File: src/rtl/mem_pkg.sv
// Shared definitions for the memory-port controller: width encodings, FSM states
// and the wait-counter width.
package mem_pkg;

    localparam logic [1:0] WIDTH_64 = 2'd0;
    localparam logic [1:0] WIDTH_32 = 2'd1;
    localparam logic [1:0] WIDTH_16 = 2'd2;
    localparam logic [1:0] WIDTH_8  = 2'd3;

    localparam int WAIT_CNT_W = 4;

    typedef enum logic [1:0] {
        ST_IDLE   = 2'd0,
        ST_ACCESS = 2'd1,
        ST_RESP   = 2'd2
    } mem_state_t;

endpackage

File: src/rtl/mem_req_slot.sv
// One request latch: captures a strobe into a pending slot and holds it until the
// controller pulses clear on completion.
module mem_req_slot
    import mem_pkg::*;
#(
    parameter int ADDR_W = 64,
    parameter int DATA_W = 64
) (
    input  logic              clk,
    input  logic              rst,
    input  logic              rstrobe,
    input  logic              wstrobe,
    input  logic [ADDR_W-1:0] addr,
    input  logic [DATA_W-1:0] wdata,
    input  logic [1:0]        width,
    input  logic              clear,
    output logic              pending,
    output logic              is_write,
    output logic [ADDR_W-1:0] req_addr,
    output logic [DATA_W-1:0] req_wdata,
    output logic [1:0]        req_width
);

    logic strobe;
    logic free;

    assign strobe = rstrobe || wstrobe;
    // A slot completing this cycle is already free to accept the next strobe.
    assign free   = !pending || clear;

    always_ff @(posedge clk) begin
        if (rst) begin
            pending   <= 1'b0;
            is_write  <= 1'b0;
            req_addr  <= '0;
            req_wdata <= '0;
            req_width <= WIDTH_64;
        end else if (free) begin
            pending <= strobe;
            if (strobe) begin
                is_write  <= wstrobe;
                req_addr  <= addr;
                req_wdata <= wdata;
                req_width <= width;
            end
        end
    end

endmodule

File: src/rtl/mem_port_ctrl.sv
// Fixed-priority arbiter of strobe-style requesters onto one synchronous RAM port.
// Optional address bounds check is enabled by defining MEMCTRL_BOUNDS_CHK_EN.
module mem_port_ctrl
    import mem_pkg::*;
#(
    parameter int ADDR_W      = 64,
    parameter int DATA_W      = 64,
    parameter int NUM_PORTS   = 2,
    parameter int WAIT_STATES = 0,
    parameter int NUM_BYTES   = 256
) (
    input  logic                        clk,
    input  logic                        rst,
    input  logic [NUM_PORTS*ADDR_W-1:0] p_addr,
    input  logic [NUM_PORTS*DATA_W-1:0] p_wdata,
    input  logic [NUM_PORTS*2-1:0]      p_width,
    input  logic [NUM_PORTS-1:0]        p_rstrobe,
    input  logic [NUM_PORTS-1:0]        p_wstrobe,
    output logic [NUM_PORTS-1:0]        p_complete,
    output logic [DATA_W-1:0]           p_rdata,
    output logic [NUM_PORTS-1:0]        p_err,
    output logic                        ram_cs,
    output logic                        ram_we,
    output logic [1:0]                  ram_width,
    output logic [ADDR_W-1:0]           ram_addr,
    output logic [DATA_W-1:0]           ram_wdata,
    input  logic [DATA_W-1:0]           ram_rdata
);

    localparam int GRANT_W = (NUM_PORTS > 1) ? $clog2(NUM_PORTS) : 1;

    if (WAIT_STATES < 0 || WAIT_STATES > 15) begin : g_bad_wait
        $error("WAIT_STATES must be in 0..15");
    end
    if (NUM_BYTES < 1) begin : g_bad_bytes
        $error("NUM_BYTES must be positive");
    end

    logic [NUM_PORTS-1:0] pending;
    logic [NUM_PORTS-1:0] is_write;
    logic [ADDR_W-1:0]    req_addr  [NUM_PORTS];
    logic [DATA_W-1:0]    req_wdata [NUM_PORTS];
    logic [1:0]           req_width [NUM_PORTS];

    for (genvar g = 0; g < NUM_PORTS; g++) begin : g_slot
        mem_req_slot #(
            .ADDR_W(ADDR_W),
            .DATA_W(DATA_W)
        ) u_slot (
            .clk      (clk),
            .rst      (rst),
            .rstrobe  (p_rstrobe[g]),
            .wstrobe  (p_wstrobe[g]),
            .addr     (p_addr[g*ADDR_W +: ADDR_W]),
            .wdata    (p_wdata[g*DATA_W +: DATA_W]),
            .width    (p_width[g*2 +: 2]),
            .clear    (p_complete[g]),
            .pending  (pending[g]),
            .is_write (is_write[g]),
            .req_addr (req_addr[g]),
            .req_wdata(req_wdata[g]),
            .req_width(req_width[g])
        );
    end

    mem_state_t             state;
    logic [GRANT_W-1:0]     grant;
    logic [GRANT_W-1:0]     grant_next;
    logic                   found;
    logic                   oob_next;
    logic                   oob_q;
    logic                   rd_valid;
    logic [WAIT_CNT_W-1:0]  wait_cnt;
    logic [DATA_W-1:0]      rdata_q;
    logic [DATA_W-1:0]      resp_data;

    always_comb begin
        grant_next = '0;
        found      = 1'b0;
        for (int unsigned i = 0; i < NUM_PORTS; i++) begin
            if (pending[i] && !found) begin
                grant_next = GRANT_W'(i);
                found      = 1'b1;
            end
        end
    end

    always_comb begin
`ifdef MEMCTRL_BOUNDS_CHK_EN
        oob_next = (req_addr[grant_next] >= ADDR_W'(NUM_BYTES));
`else
        oob_next = 1'b0;
`endif
    end

`ifdef MEMCTRL_BOUNDS_CHK_EN
    logic [NUM_PORTS-1:0] err_q;
    assign p_err = err_q;
`else
    assign p_err = '0;
`endif

    // RAM data arrives one cycle after the access, i.e. in RESP, so the completing
    // read is forwarded straight from ram_rdata and rdata_q holds it afterwards.
    always_comb begin
        resp_data = rdata_q;
        if (rd_valid) begin
            resp_data = ram_rdata;
        end else if (oob_q) begin
            resp_data = '0;
        end
    end

    assign p_rdata = (state == ST_RESP) ? resp_data : rdata_q;

    always_ff @(posedge clk) begin
        if (rst) begin
            state      <= ST_IDLE;
            grant      <= '0;
            wait_cnt   <= '0;
            oob_q      <= 1'b0;
            rd_valid   <= 1'b0;
            rdata_q    <= '0;
            p_complete <= '0;
            ram_cs     <= 1'b0;
            ram_we     <= 1'b0;
            ram_width  <= WIDTH_64;
            ram_addr   <= '0;
            ram_wdata  <= '0;
`ifdef MEMCTRL_BOUNDS_CHK_EN
            err_q      <= '0;
`endif
        end else begin
            p_complete <= '0;
`ifdef MEMCTRL_BOUNDS_CHK_EN
            err_q      <= '0;
`endif
            case (state)
                ST_IDLE: begin
                    if (|pending) begin
                        grant     <= grant_next;
                        wait_cnt  <= WAIT_CNT_W'(WAIT_STATES);
                        oob_q     <= oob_next;
                        rd_valid  <= !is_write[grant_next] && !oob_next;
                        ram_cs    <= !oob_next;
                        ram_we    <= is_write[grant_next] && !oob_next;
                        ram_width <= is_write[grant_next] ? req_width[grant_next] : WIDTH_64;
                        ram_addr  <= req_addr[grant_next];
                        ram_wdata <= req_wdata[grant_next];
                        state     <= ST_ACCESS;
                    end
                end
                ST_ACCESS: begin
                    if (wait_cnt == '0) begin
                        ram_cs            <= 1'b0;
                        ram_we            <= 1'b0;
                        p_complete[grant] <= 1'b1;
`ifdef MEMCTRL_BOUNDS_CHK_EN
                        err_q[grant]      <= oob_q;
`endif
                        state             <= ST_RESP;
                    end else begin
                        wait_cnt <= wait_cnt - 1'b1;
                    end
                end
                ST_RESP: begin
                    rdata_q <= resp_data;
                    state   <= ST_IDLE;
                end
                default: state <= ST_IDLE;
            endcase
        end
    end

endmodule

File: config.mk
export PLATFORM = sky130hd
export DESIGN_NAME = mem_port_ctrl
export DESIGN_NICKNAME = d
export VERILOG_FILES = /design/src/rtl/mem_pkg.sv /design/src/rtl/mem_req_slot.sv /design/src/rtl/mem_port_ctrl.sv
export SDC_FILE = /design/constraint.sdc
export NUM_CORES = 1
export LEC_CHECK = 0
export BUFFER_PORTS_ARGS = -buffer_cell sky130_fd_sc_hd__clkbuf_2
export CAP_MARGIN = 30
export CORE_MARGIN = 4
export CORE_UTILIZATION = 45
export DETAILED_ROUTE_END_ITERATION = 6
export GPL_TIMING_DRIVEN = 0
export PLACE_DENSITY = 0.72
export SYNTH_ARGS = -nofsm -noshare
export SYNTH_HDL_FRONTEND = slang
export SYNTH_SLANG_ARGS = --single-unit
File: constraint.sdc
create_clock -name clk -period 2.05 [get_ports clk]
set_input_delay 0.205 -clock clk [delete_from_list [all_inputs] [get_ports clk]]
set_output_delay 0.205 -clock clk [all_outputs]
set_load 0.005 [all_outputs]
==> impl_metrics.env, run 1 <==
export IMPL_outcome="complete, but fails checks"
export IMPL_failed_checks="negative setup slack"
export IMPL_path_cells="nand3b_1, buf_6, buf_12, mux2_2, buf_4"
export IMPL_cts_tree="done"
export IMPL_timing_clock_skew_ns=0.0169
export IMPL_synth_cells=1992
export IMPL_grt_pass1_vias=18800
export IMPL_rows=72
export IMPL_drive_gt1_share_pct=26.6
export IMPL_required_ns=1.85
export IMPL_worst_path_dominant_cell_family="buffers and inverters"
export IMPL_setup_violations=50
export IMPL_hold_class="in -> reg"
export IMPL_cp_max_fo=10
export IMPL_die_area_sq_um=42700
export IMPL_clock_latency_ns=0.57
export IMPL_synth_distinct_cells=34
export IMPL_crit_buf_inv=3
export IMPL_cp_arrival_ns=1.96
export IMPL_routed_via_density=5.33
export IMPL_drv_cap=0
export IMPL_tightestPinTransition_ns=0.880
export IMPL_ant_nets=0
export IMPL_powerDensity_nw_per_um2=876
export IMPL_cts_root_buf="clkbuf_16"
export IMPL_ios=530
export IMPL_cts_buffer_depth=3
export IMPL_drv_slew=0
export IMPL_grt_first_pass_wirelength_microns=102000
export IMPL_htree_levels=2
export IMPL_initial_core_util_pct=45.7
export IMPL_critPathKind="reg -> out"
export IMPL_finalWirelength_microns=68900
export IMPL_hpwl_microns=44100
export IMPL_core_area_sq_um=38800
export IMPL_final_util_pct=67.5
export IMPL_cts_sinks=470
export IMPL_fin_crit_sh_pct=106
export IMPL_grt_max_degree=15
export IMPL_overflow=0
export IMPL_hold_viol=0
export IMPL_grt_setup_unrepaired="yes"
export IMPL_die_h_microns=207
export IMPL_nets=3228
export IMPL_cp_slowest_cell="mux2_2"
export IMPL_power_w=0.0230
export IMPL_ys_flop_type="dfxtp_1"
export IMPL_drt_iter0_markers=1235
export IMPL_port_buffers=526
export IMPL_netlist_area_sq_um=17800
export IMPL_min_period_ns=2.16
export IMPL_num_vias=18400
export IMPL_total_leakage_power_nw=11.5
export IMPL_ys_seq_area_share_pct=53.0
export IMPL_cp_start_kind="register"
export IMPL_wl_per_cell_microns=19.9
export IMPL_max_freq_mhz=462
export IMPL_max_stage_delay_ns=0.36
export IMPL_ys_async_sr_fraction_pct=0
export IMPL_die_w_microns=207
export IMPL_dr_pass1_iters=5
export IMPL_clk_pin_slew_ns=0.06
export IMPL_synth_top_area_share_pct=53.0
export IMPL_timing_hold_ws_ns=0.0360
export IMPL_endpoint_kind="output port"
export IMPL_gp_congestion=0.855
export IMPL_numCtsBuffers=48
export IMPL_synth_most_common_cell="nand2_1"
export IMPL_ys_seq_elements=470
export IMPL_synth_edff_count=0
export IMPL_syn_avg_cell_area_sq_um=8.92
export IMPL_worst_ir_drop_vdd_mv=0.596
export IMPL_synth_common_cells="nand2_1 (523), dfxtp_1 (470), a21oi_1 (266)"
export IMPL_setup_ws_ns=-0.113
export IMPL_antenna_found_initial=9
export IMPL_drc=0
export IMPL_slew_headroom_pct=41.4
export IMPL_grtUsageTotal_pct=30.2
export IMPL_ys_top_cells_by_area="dfxtp_1 (53%), nand2_1 (11%), a21oi_1 (7.5%)"
export IMPL_yosysTopAreaCell="dfxtp_1"
export IMPL_dp_slack_ns=-0.374
export IMPL_yosys_warnings=0
export IMPL_syn_to_final_growth_pct=47.6
## metrics by stage
step / TNS, ns / area, sq um / cells
finish: -2.28 / 26200 / 3460
global route: -6.54 / 26200 / 3455
CTS: -3.45 / 26000 / 3444
detailed placement: -28.52 / 21100 / 3038
global placement: -36.24 / 21000 / 3037
floorplan: 0 / 17800 / 1993
## layout make-up
cell class,count,area [sq um]
Inverter,2,7.51
Multi-Input combinational cell,1358,7590
Fill cell,2835,12600
Timing Repair Buffer,855,6030
Clock buffer,68,1360
Tap cell,518,648
Antenna cell,11,27.5
Buffer,161,937
Sequential cell,470,9410
Clock inverter,17,196
## power by group
group	leakage (nW)	total, W	switching [W]	internal, W
clock network	0.759	0.00872	0.00362	0.00511
registers	3.86	0.0103	0.000431	0.00987
logic	6.88	0.00393	0.00217	0.00176
total	11.5	0.0230	0.00622	0.0167
## routing by layer
layer	vias up	routed length, microns	GRT usage [%]	share of wire (%)
met5	-	35	0	0.051
met4	6	4610	19.3	6.7
met3	324	5730	6.58	8.3
met2	1025	33400	51.4	48
met1	8587	25100	34.4	36
li1	8502	-	-	-
## state kept, by name, indices dropped and copies added, names as in the netlist, 4 cells and up
name                     count
rdata_q                     64
ram_addr                    64
wait_cnt                     4
g_slot.u_slot.req_addr     128
g_slot.u_slot.req_wdata    128
ram_wdata                   64
g_slot.u_slot.req_width      4
## what timing repair did
item	4_1_cts	5_1_grt
setup buffers	4	7
pin swaps	1	0
hold endpoints to repair	313	0
setup endpoints to repair	260	195
gates cloned	2	1
gates resized for setup	46	51
hold buffers	315	0
## layout by cell type, fill, tap and decap left out, types with 65 or more instances in the layout
master and instances:
mux2i_1 129, a21oi_1 266, dfxtp_1 468, clkbuf_1 81, a211oi_1 128, nor2_1 141, dlygate4sd3_1 315, clkbuf_2 522
nor2b_1 65, nand2_1 523
## worst register-to-register path: stages, from the launching register on
cell,delay [ns]
dfxtp_4,0.34
buf_4,0.14
nor2_4,0.12
o21a_1,0.13
buf_2,0.23
buf_6,0.25
buf_2,0.27
nor2_1,0.09
a211oi_1,0.32
## kinds of logic after synthesis
logic type / Yosys count / share of synthesized area [%]
other cells: 1 / 0.0211
compound gates: 410 / 13.5
simple gates: 749 / 17.1
mux: 195 / 11.5
flops: 470 / 53.0
buf+inv: 165 / 4.83
fa+ha+maj: 2 / 0.141
## path summary, 6_finish.rpt
check / cells after the start / start / slack (ns) / endpoint
min reg2reg: 1 / grant / 0.45 / p_complete[0]
max: 5 / state[0] / -0.11 / p_rdata[12]
min: 3 / ram_rdata[42] / 0.04 / rdata_q[42]
max reg2reg: 8 / state[0] / 0.04 / ram_wdata[52]
(Power assumes the default switching activity.)
==> run 2: changes to the inputs <==
ABC_AREA = 1   (was unset)
==> run 2 against run 1 <==
Effect of this change: the run ends with design-rule violations, negative setup slack left; setup slack better by 0.092 ns; clock skew is 0.0073 ns lower; clock power is 6.1% higher; global-route usage is 1.7 points higher; die area is 0.78% lower; flip-flop and latch count stayed put; critical path depth is 2 higher; cell count is 11% higher; core utilization is 0.84 points higher; maximum frequency is 4.5% higher; combinational power is 58% higher; register-to-register slack better by 0.05 ns.
==> impl_metrics.env, run 2 <==
export IMPL_outcome="complete, but fails checks"
export IMPL_failed_checks="design-rule violations, negative setup slack"
export IMPL_synthAdderAreaFrac_pct=0.142
export IMPL_cp_max_fo=10
export IMPL_ys_seq_elements=470
export IMPL_grt_setup_unrepaired="yes"
export IMPL_gr_usage_met2_pct=53.9
export IMPL_ys_top_cells_by_area="dfxtp_1 (53%), o21ai_0 (13%), nor2_1 (13%)"
export IMPL_grt_first_pass_wirelength_microns=107000
export IMPL_yosys_warnings=0
export IMPL_die_h_microns=206
export IMPL_setup_ws_ns=-0.0207
export IMPL_dpl_instance_area_sq_um=20900
export IMPL_powerDensity_nw_per_um2=1010
export IMPL_synth_most_common_cell="nor2_1"
export IMPL_reg_largest_list="g_slot.u_slot.req_addr: 128 flops, g_slot.u_slot.req_wdata: 128 flops"
export IMPL_synth_compound_area_share_pct=20.8
export IMPL_tightestPinTransition_ns=0.926
export IMPL_rows=72
export IMPL_routed_via_density=5.30
export IMPL_grt_pass1_vias=20100
export IMPL_finalWirelength_microns=72400
export IMPL_synth_cells=2356
export IMPL_ys_seq_area_share_pct=53.4
export IMPL_met3_usage_pct=7.66
export IMPL_power_frac_comb_pct=23.3
export IMPL_die_w_microns=206
export IMPL_path_cells="inv_2, nand3_4, buf_12, clkbuf_8, o21ai_2, inv_1, clkbuf_2"
export IMPL_top_usage_layer="met2"
export IMPL_wl_per_cell_microns=18.9
export IMPL_dp_slack_ns=-0.243
export IMPL_antenna_found_initial=9
export IMPL_num_vias=20300
export IMPL_cp_start_kind="register"
export IMPL_total_leakage_power_nw=12.5
export IMPL_hpwl_microns=46500
export IMPL_final_common_cell="nor2_1"
export IMPL_final_cell_mix="nor2_1 (601), clkbuf_2 (526), dfxtp_1 (467)"
export IMPL_p_int_w=0.0184
export IMPL_die_area_sq_um=42400
export IMPL_drv_slew=0
export IMPL_ant_nets=0
export IMPL_slew_headroom_pct=38.2
export IMPL_use_met1_pct=38.1
export IMPL_synth_top_area_share_pct=53.4
export IMPL_cts_sinks=470
export IMPL_numCtsBuffers=49
export IMPL_drt_iter0_markers=1714
export IMPL_syn_avg_cell_area_sq_um=7.48
export IMPL_nets=3587
export IMPL_setup_tns_ns=-0.0207
export IMPL_netlist_area_sq_um=17600
export IMPL_layout_cells_non_filler=3824
export IMPL_min_period_ns=2.07
export IMPL_hold_viol=0
export IMPL_setup_violations=1
export IMPL_fin_area_sq_um=26400
export IMPL_grtUsageTotal_pct=31.9
export IMPL_drc=3
export IMPL_cts_root_buf="clkbuf_16"
export IMPL_place_inst=3401
export IMPL_yosysTopAreaCell="dfxtp_1"
export IMPL_overflow=0
export IMPL_grt_max_degree=14
export IMPL_timing_clock_skew_ns=0.00963
export IMPL_drive_gt1_share_pct=24.0
export IMPL_clk_pin_slew_ns=0.06
export IMPL_ys_async_sr_fraction_pct=0
export IMPL_required_ns=1.85
export IMPL_core_area_sq_um=38600
export IMPL_critPathKind="reg -> out"
export IMPL_power_w=0.0267
export IMPL_cts_tree="done"
export IMPL_synth_distinct_cells=22
export IMPL_worst_ir_drop_vdd_mv=0.741
export IMPL_synthSimpleGateAreaFrac_pct=17.8
export IMPL_htree_levels=2
export IMPL_dr_pass1_iters=7
export IMPL_gp_congestion=0.915
export IMPL_fin_crit_sh_pct=101
export IMPL_swShare_pct=30.9
export IMPL_synth_top_family_by_area="compound AO/OA/AOI/OAI gates"
export IMPL_power_switching_w=0.00825
export IMPL_cts_setup_buffers=0
export IMPL_endpoint_kind="output port"
export IMPL_reg2reg_slack_ns=0.09
export IMPL_port_buffers=526
export IMPL_hold_class="in -> reg"
export IMPL_synthMuxAreaShare_pct=0
export IMPL_ys_flop_type="dfxtp_1"
export IMPL_initial_core_util_pct=45.6
export IMPL_max_freq_mhz=483
export IMPL_ios=530
export IMPL_synthXorXnorAreaFrac_pct=0.0497
export IMPL_nFillCells=2910
export IMPL_drv_cap=0
export IMPL_max_stage_delay_ns=0.33
export IMPL_p_clk_share_pct=34.7
export IMPL_clock_latency_ns=0.59
export IMPL_cp_slowest_cell="dfxtp_2"
export IMPL_cp_arrival_ns=1.87
export IMPL_synth_edff_count=0
export IMPL_syn_to_final_growth_pct=49.9
export IMPL_p_seq_share_pct=42.0
export IMPL_cts_buffer_depth=3
export IMPL_synth_common_cells="nor2_1 (602), dfxtp_1 (470), o21ai_0 (456)"
[run 2: cell count changes in the layout (fill, tap and decap cells not counted), moves of 22 or more]
cell / previous run / this run
clkbuf_8: 6 / 28
nor2b_1: 65 / 0
o21ai_2: 0 / 34
o21ai_0: 3 / 392
nor2_1: 141 / 601
mux2_4: 22 / 0
a211oi_1: 128 / 0
nand2_1: 523 / 204
inv_1: 2 / 131
o21ai_4: 0 / 26
mux2_2: 44 / 0
mux2i_1: 129 / 0
[run 2: layer usage]
| layer | vias to the layer above | wire length [microns] |
|---|---|---|
| met1 | 9462 | 27400 |
| li1 | 9406 | - |
| met3 | 279 | 6540 |
| met2 | 1119 | 34200 |
| met5 | - | 13 |
| met4 | 2 | 4300 |
[run 2: timing repair]
action / 4_1_cts / 5_1_grt
resized for setup: 149 / 63
setup endpoints to repair: 70 / 79
endpoints found under the hold margin: 321 / 0
hold buffers: 321 / 0
[run 2: per-stage QoR]
stage | util, % | hold WS (ns)
5_1_grt | 68.3 | 0.0318
4_1_cts | 67.5 | 0.00256
3_3_place_gp | 54.1 | 0.441
3_5_place_dp | 54.1 | 0.453
2_1_floorplan | - | 0.352
6_report | 68.3 | 0.0240
[run 2: power groups by stage]
stage                     registers [W]  clock network, W  logic (W)
final                            0.0112           0.00925    0.00620
after global routing             0.0113           0.00970    0.00683
after CTS                        0.0112           0.00930    0.00591
after detailed placement         0.0113                 0    0.00526
after global placement           0.0113                 0    0.00513
after floorplan                  0.0112                 0    0.00297
[run 2: layout make-up]
| cell class | count | area, sq um | share of cell area (%) |
|---|---|---|---|
| clock buffers | 78 | 1510 | 5.70 |
| clock inverters | 12 | 168 | 0.635 |
| flip-flops and latches | 470 | 9410 | 35.6 |
| multi-input cells | 1563 | 7300 | 27.6 |
| inverters | 141 | 529 | 2.00 |
| plain buffers | 183 | 977 | 3.70 |
| repair buffers | 847 | 5850 | 22.1 |
| well taps | 518 | 648 | 2.45 |
| diodes | 12 | 30.0 | 0.114 |
[run 2: cells by family after synthesis]
kind of cell | Yosys count
simple gates | 831
compound gates | 727
flops | 470
buf+inv | 324
fa+ha+maj | 2
xor+xnor | 1
other cells | 1
[run 2: worst paths after layout]
path | from | endpoint | cells after the start
setup / recovery | state[0] | p_rdata[28] | 7
hold / removal | p_addr[75] | g_slot[1].u_slot.req_addr[11] | 3
setup reg to reg | g_slot[1].u_slot.pending | ram_wdata[46] | 7
hold reg to reg | grant | p_complete[0] | 1
[run 2: worst max-delay path, delay by kind of cell (launching register included)]
family	cells	cell delay (ns)
buffers and inverters	5	0.64
and+or+nand+nor	1	0.10
DFF	1	0.33
AOI/OAI and AO/OA	1	0.21
